File: src/rtl/operator_sequencer.sv
// Per-sample frame controller: walks every voice/operator pair, drives the algorithm ROM
// address and forwards the registered ROM control word as a valid-qualified step stream.
module operator_sequencer #(
    parameter int unsigned NUM_VOICES    = 32,
    parameter int unsigned VOICE_W       = 5,
    parameter int unsigned NUM_OPERATORS = 6
) (
    input  logic               i_Clock,
    input  logic               i_Reset,
    input  logic               i_SampleTick,
    input  logic               i_AlgWriteEnable,
    input  logic [VOICE_W-1:0] i_AlgWriteVoice,
    input  logic [5:0]         i_AlgWriteData,
    input  logic               i_OverrunClear,
    output logic [5:0]         o_RomAlgorithm,
    output logic [2:0]         o_RomOperator,
    input  logic [2:0]         i_SEL,
    input  logic               i_MREN,
    input  logic               i_FREN,
    output logic               o_Valid,
    output logic [VOICE_W-1:0] o_Voice,
    output logic [2:0]         o_Operator,
    output logic [2:0]         o_SEL,
    output logic               o_MREN,
    output logic               o_FREN,
    output logic               o_Busy,
    output logic               o_FrameDone,
    output logic               o_Overrun
);

    typedef enum logic [1:0] {StIdle, StIssue, StDrain} state_e;

    localparam logic [VOICE_W-1:0] LastVoice = VOICE_W'(NUM_VOICES - 1);
    localparam logic [2:0]         LastOp    = 3'(NUM_OPERATORS - 1);

    state_e             state_q;
    logic [VOICE_W-1:0] voice_q;
    logic [2:0]         op_q;
    logic [5:0]         alg_latch_q;
    logic [5:0]         alg_tab_q [NUM_VOICES];
    logic               valid_q;
    logic               done_q;
    logic [VOICE_W-1:0] out_voice_q;
    logic [2:0]         out_op_q;
    logic               overrun_q;
    logic               overrun_d;

    logic               issuing;
    logic               busy;
    logic               last_step;
    logic [5:0]         rom_alg;

    always_comb begin
        issuing   = (state_q == StIssue);
        busy      = issuing || (state_q == StDrain);
        last_step = issuing && (voice_q == LastVoice) && (op_q == LastOp);
        rom_alg   = '0;
        // Op 0 reads the table live so a same-cycle write only lands after this read.
        if (issuing) begin
            rom_alg = (op_q == 3'd0) ? alg_tab_q[voice_q] : alg_latch_q;
        end
    end

    always_comb begin
        overrun_d = overrun_q;
        if (i_SampleTick && busy) begin
            overrun_d = 1'b1;
        end else if (i_OverrunClear) begin
            overrun_d = 1'b0;
        end
    end

    always_ff @(posedge i_Clock) begin
        if (i_Reset) begin
            for (int unsigned i = 0; i < NUM_VOICES; i++) begin
                alg_tab_q[i] <= '0;
            end
        end else if (i_AlgWriteEnable) begin
            alg_tab_q[i_AlgWriteVoice] <= i_AlgWriteData;
        end
    end

    always_ff @(posedge i_Clock) begin
        if (i_Reset) begin
            state_q     <= StIdle;
            voice_q     <= '0;
            op_q        <= '0;
            alg_latch_q <= '0;
            valid_q     <= 1'b0;
            done_q      <= 1'b0;
            out_voice_q <= '0;
            out_op_q    <= '0;
            overrun_q   <= 1'b0;
        end else begin
            overrun_q   <= overrun_d;
            valid_q     <= issuing;
            done_q      <= last_step;
            out_voice_q <= issuing ? voice_q : '0;
            out_op_q    <= issuing ? op_q : '0;
            unique case (state_q)
                StIdle: begin
                    if (i_SampleTick) begin
                        state_q <= StIssue;
                        voice_q <= '0;
                        op_q    <= '0;
                    end
                end
                StIssue: begin
                    if (op_q == 3'd0) begin
                        alg_latch_q <= alg_tab_q[voice_q];
                    end
                    if (op_q == LastOp) begin
                        op_q <= '0;
                        if (voice_q == LastVoice) begin
                            voice_q <= '0;
                            state_q <= StDrain;
                        end else begin
                            voice_q <= voice_q + 1'b1;
                        end
                    end else begin
                        op_q <= op_q + 1'b1;
                    end
                end
                StDrain: state_q <= StIdle;
                default: state_q <= StIdle;
            endcase
        end
    end

    assign o_RomAlgorithm = rom_alg;
    assign o_RomOperator  = issuing ? op_q : 3'd0;
    assign o_Valid        = valid_q;
    assign o_Voice        = out_voice_q;
    assign o_Operator     = out_op_q;
    assign o_SEL          = valid_q ? i_SEL : 3'd0;
    assign o_MREN         = valid_q & i_MREN;
    assign o_FREN         = valid_q & i_FREN;
    assign o_Busy         = busy;
    assign o_FrameDone    = done_q;
    assign o_Overrun      = overrun_q;

endmodule

File: config.mk
export PLATFORM = sky130hd
export DESIGN_NAME = operator_sequencer
export DESIGN_NICKNAME = d
export VERILOG_FILES = /design/src/rtl/operator_sequencer.sv
export SDC_FILE = /design/constraint.sdc
export NUM_CORES = 1
export LEC_CHECK = 0
export CAP_MARGIN = 20
export CORE_UTILIZATION = 31
export CTS_BUF_LIST = sky130_fd_sc_hd__clkbuf_16
export CTS_CLUSTER_SIZE = 16
export DETAILED_ROUTE_END_ITERATION = 8
export GPL_TIMING_DRIVEN = 0
export RECOVER_POWER = 100
export SLEW_MARGIN = 40
export SYNTH_ARGS = -nofsm -noshare
export SYNTH_HDL_FRONTEND = slang
export SYNTH_SLANG_ARGS = --single-unit
File: constraint.sdc
create_clock -name i_Clock -period 4.07 [get_ports i_Clock]
set_input_delay 0.814 -clock i_Clock [delete_from_list [all_inputs] [get_ports i_Clock]]
set_output_delay 0.814 -clock i_Clock [all_outputs]
set_load 0.03 [all_outputs]
==> summary.txt <==
Synth
  – Synth top cells by count: and2_1 (209), edfxtp_1 (192), mux2i_1 (98), nor2_1 (48), a22oi_1 (45)
  – Area fraction in compound gates after synthesis: 6.86%
  – Share of synthesized registers carrying an async set or reset: 0%
  – Most area-consuming cells after synthesis: edfxtp_1 (55%), and2_1 (12%), mux2i_1 (9.4%)
  – Mux cell area share after synthesis: 9.35%
  – Combinational family with the most area after synthesis: simple AND/OR/NAND/NOR gates
  – Fraction of the yosys area taken by sequential cells: 61.1%
  – Syn Inst Count: just over 800
  – Post-synth design cell area: 10500 um^2
  – Top-count cell post-synth: and2_1
  – Library cells used by synthesis: 36
  – Register bit total from synthesis: roughly 220
  – Average cell area after synthesis: 12.6 um^2
  – Xor/xnor cell area share of the yosys netlist: 0.0835%
  – Share of synthesized cell area in and, or, nand and nor gates: 19.3%
  – Post-synth top area cell: edfxtp_1
  – Count of flip-flops with a built-in enable after synthesis: 192
  – Predominant post-synthesis flop cell: edfxtp_1
  – Top-area cell type share of the netlist area: between 50 and 60%
  – Synthesis Warnings: 0
  – Syn nets: approximately 860
  – Adder-Cell Fraction of Synth Area: 0.477%

Run
  – Reported max-cap violation count: 0

Detailed routing
  – Total DRC errors in the routed layout: 0
  – Via count of the routed design: 6585
  – Post-Route M1 WL: between 10000 and 15000 um
  – Antenna-violating nets left: 0
  – Number of iterations in the first detailed-routing pass: 5
  – Wire per inst: between 15 and 20 um
  – Wire length after detailed routing: 27200 um
  – Top Layer Used: met4
  – Detail Route met3 WL: 1880 um
  – Detail Route met2 WL: 12000 um
  – Via-per-instance ratio: 4.80
  – First-iteration detailed-routing DRC count: 525

Clocking
  – Clk buf depth: 3
  – Clock net sink count: ~220
  – Hold Buf Count CTS: 0
  – Clock transition at the registers of the reported paths: 60 ps
  – Inserted Clock Buffers: 26
  – Clock tree from TritonCTS: done
  – Root buffer cell: clkbuf_16
  – # H-tree levels: 1
  – Skew-Pair Late Insertion Delay: ~540 ps

Floorplan
  – Initial core utilization: about a third
  – Die height: 186 um
  – Die W: 186 um
  – Total Die Area: 34600 um^2
  – Num ports: 47
  – Core outline area: 33400 um^2
  – Number of rows created at floorplan: 67

Hold path
  – Instance count along the most critical hold path: 2
  – Hold WC Path Type: flop to flop

Timing
  – Setup repair after global routing missed its margin: no
  – Measured slew at the worst slew-check pin: 756 ps
  – Final Slew Violations: 0
  – Highest clock rate: about 0.25 GHz
  – Setup violation total in the final timing report: 0
  – Hold Slack: ~470 ps
  – Final TNS setup: 0 ps
  – Final count of hold timing violations: 0
  – Final Cycle Share: a little over nine tenths
  – Final Skew: 27.1 ps
  – Crit path time final: 4010 ps
  – Headroom to the max-slew limit: 49.5%

Critical path
  – Critical Path Sink Type: output port
  – Data arrival time of the worst path: 3190 ps
  – Cells on worst reg2reg path: 7
  – Crit Path Category: flop to output port
  – Required arrival time at the worst endpoint: 3260 ps
  – Worst-path cell with the longest stage delay: or4_4
  – Worst-path maximum fanout: 10
  – Worst stage delay on the critical path: 560 ps
  – Worst path cell trace: and2_0 -> clkbuf_1 -> clkbuf_2 -> a22oi_1 -> a21oi_1 -> or4_4 -> a21oi_1 -> clkbuf_2
  – Startpoint types: flop

Cells and area
  – Fraction of final layout cells with drive strength greater than 1: 8.98%
  – Final standard cell area without fillers: around 12000 um^2
  – Area growth syn-to-layout: 18.1%
  – Fillcell total: 3188
  – Final net count: 929

Placement
  – Cell area after placement: 11500 um^2
  – Routability congestion estimate: 0.888
  – I/O Buffers: between 40 and 50
  – HPWL after detailed placement: around 19000 um

Power and ir drop
  – Overall power consumption: around 5.5 mW
  – Worst IR drop on VDD: 0.277 mV
  – Leakage component of the power: ~4 nW
  – Pwr per Cell Area: 446 nW/um^2

GRT
  – Global-route wire length before repair: 40800 um
  – Total global-route track usage: 16.3%
  – Vias in the first global route: around 6.6k
  – Initial antenna violation count: 1
  – Overflow left after global routing: 0
  – Pin count of the biggest net entering global routing: 15

Status
  – Result of the run: finished clean
flip-flops by register name (all words and copies together) (netlist names), named ones only:
| register | cells |
|---|---|
| o_Voice | 5 |
| op_q | 3 |
| alg_tab_q | 192 |
| alg_latch_q | 6 |
| voice_q | 5 |
| o_FrameDone | 1 |
| state_q | 2 |
| o_Operator | 3 |
| o_Valid | 1 |
| o_Overrun | 1 |
what timing repair did:
item,CTS,global route
gates resized for setup,13,11
endpoints found under the setup margin,6,5
buffers inserted,0,0
cell usage in the layout, fill, tap and decap left out, drive strengths merged:
master | netlist | layout
nand4b | 1 | 1
a211oi | 6 | 6
clkbuf | 39 | 68
clkdlybuf4s50 | 0 | 17
nor2b | 5 | 5
o21ai | 8 | 8
and3 | 1 | 1
a22oi | 49 | 49
buf | 15 | 16
nand3 | 6 | 6
mux2i | 98 | 98
nand2b | 7 | 7
or3b | 1 | 1
or2 | 33 | 33
dlygate4sd3 | 0 | 22
inv | 3 | 6
dfxtp | 32 | 32
a221oi | 1 | 1
nand2 | 10 | 10
and2 | 209 | 209
nor4 | 1 | 1
bufinv | 0 | 5
nor2 | 48 | 48
clkinv | 0 | 12
dlygate4sd2 | 0 | 1
xnor2 | 1 | 1
or4 | 6 | 6
nand3b | 7 | 7
diode | 0 | 1
or3 | 2 | 2
nor3 | 5 | 5
clkinvlp | 0 | 2
clkdlybuf4s15 | 0 | 1
ha | 4 | 4
edfxtp | 192 | 192
a21oi | 40 | 40
a21o | 1 | 1
final cells by class:
class	count	area, um^2	area share (%)
flip-flops and latches	224	6410	51.7
multi-input cells	550	3780	30.5
clock buffers	26	651	5.25
well taps	448	561	4.52
repair buffers	45	427	3.44
plain buffers	54	300	2.42
clock inverters	22	260	2.10
inverters	3	11.3	0.0909
diodes	1	2.50	0.0202
critical path: cells and delay by family, from the launching register on:
family | cells | cell delay [ps]
compound gates | 3 | 830
buf+inv | 3 | 780
flops | 1 | 330
simple gates | 2 | 730
kinds of logic after synthesis:
| group | Yosys count |
|---|---|
| compound gates | 105 |
| xor+xnor | 1 |
| fa+ha+maj | 4 |
| buf+inv | 57 |
| flops | 224 |
| mux | 98 |
| simple gates | 342 |
routing by layer:
metal | global-route usage [%] | up-vias
met5 | 0 | -
met1 | 22.6 | 3157
met2 | 25.6 | 232
met3 | 2.54 | 66
li1 | - | 3130
met4 | 5.77 | 0
report_power, final:
group / switching [mW] / internal [mW]
clock network: 0.960 / 1.49
registers: 0.0352 / 2.60
logic: 0.281 / 0.149
total: 1.28 / 4.25
worst paths after layout:
| kind | startpoint | endpoint | slack (ps) |
|---|---|---|---|
| worst max-delay path | flop | o_RomAlgorithm[0] | 60 |
| worst min-delay path | o_Overrun$_SDFFE_PP0P_ | o_Overrun$_SDFFE_PP0P_ | 470 |
| worst max register to register | flop | alg_latch_q[0]$_SDFFE_PP0P_ | 1590 |
| worst min register to register | o_Overrun$_SDFFE_PP0P_ | o_Overrun$_SDFFE_PP0P_ | 470 |
per-stage QoR:
step	std cells	util, %	setup slack (ps)
2_1_floorplan	831	-	1200
3_3_place_gp	1324	34.4	125
3_5_place_dp	1324	34.4	124
4_1_cts	1372	37.1	51.1
5_1_grt	1373	37.1	10.8
6_report	1373	37.1	64.4
Power figures use the tool's default switching activity.
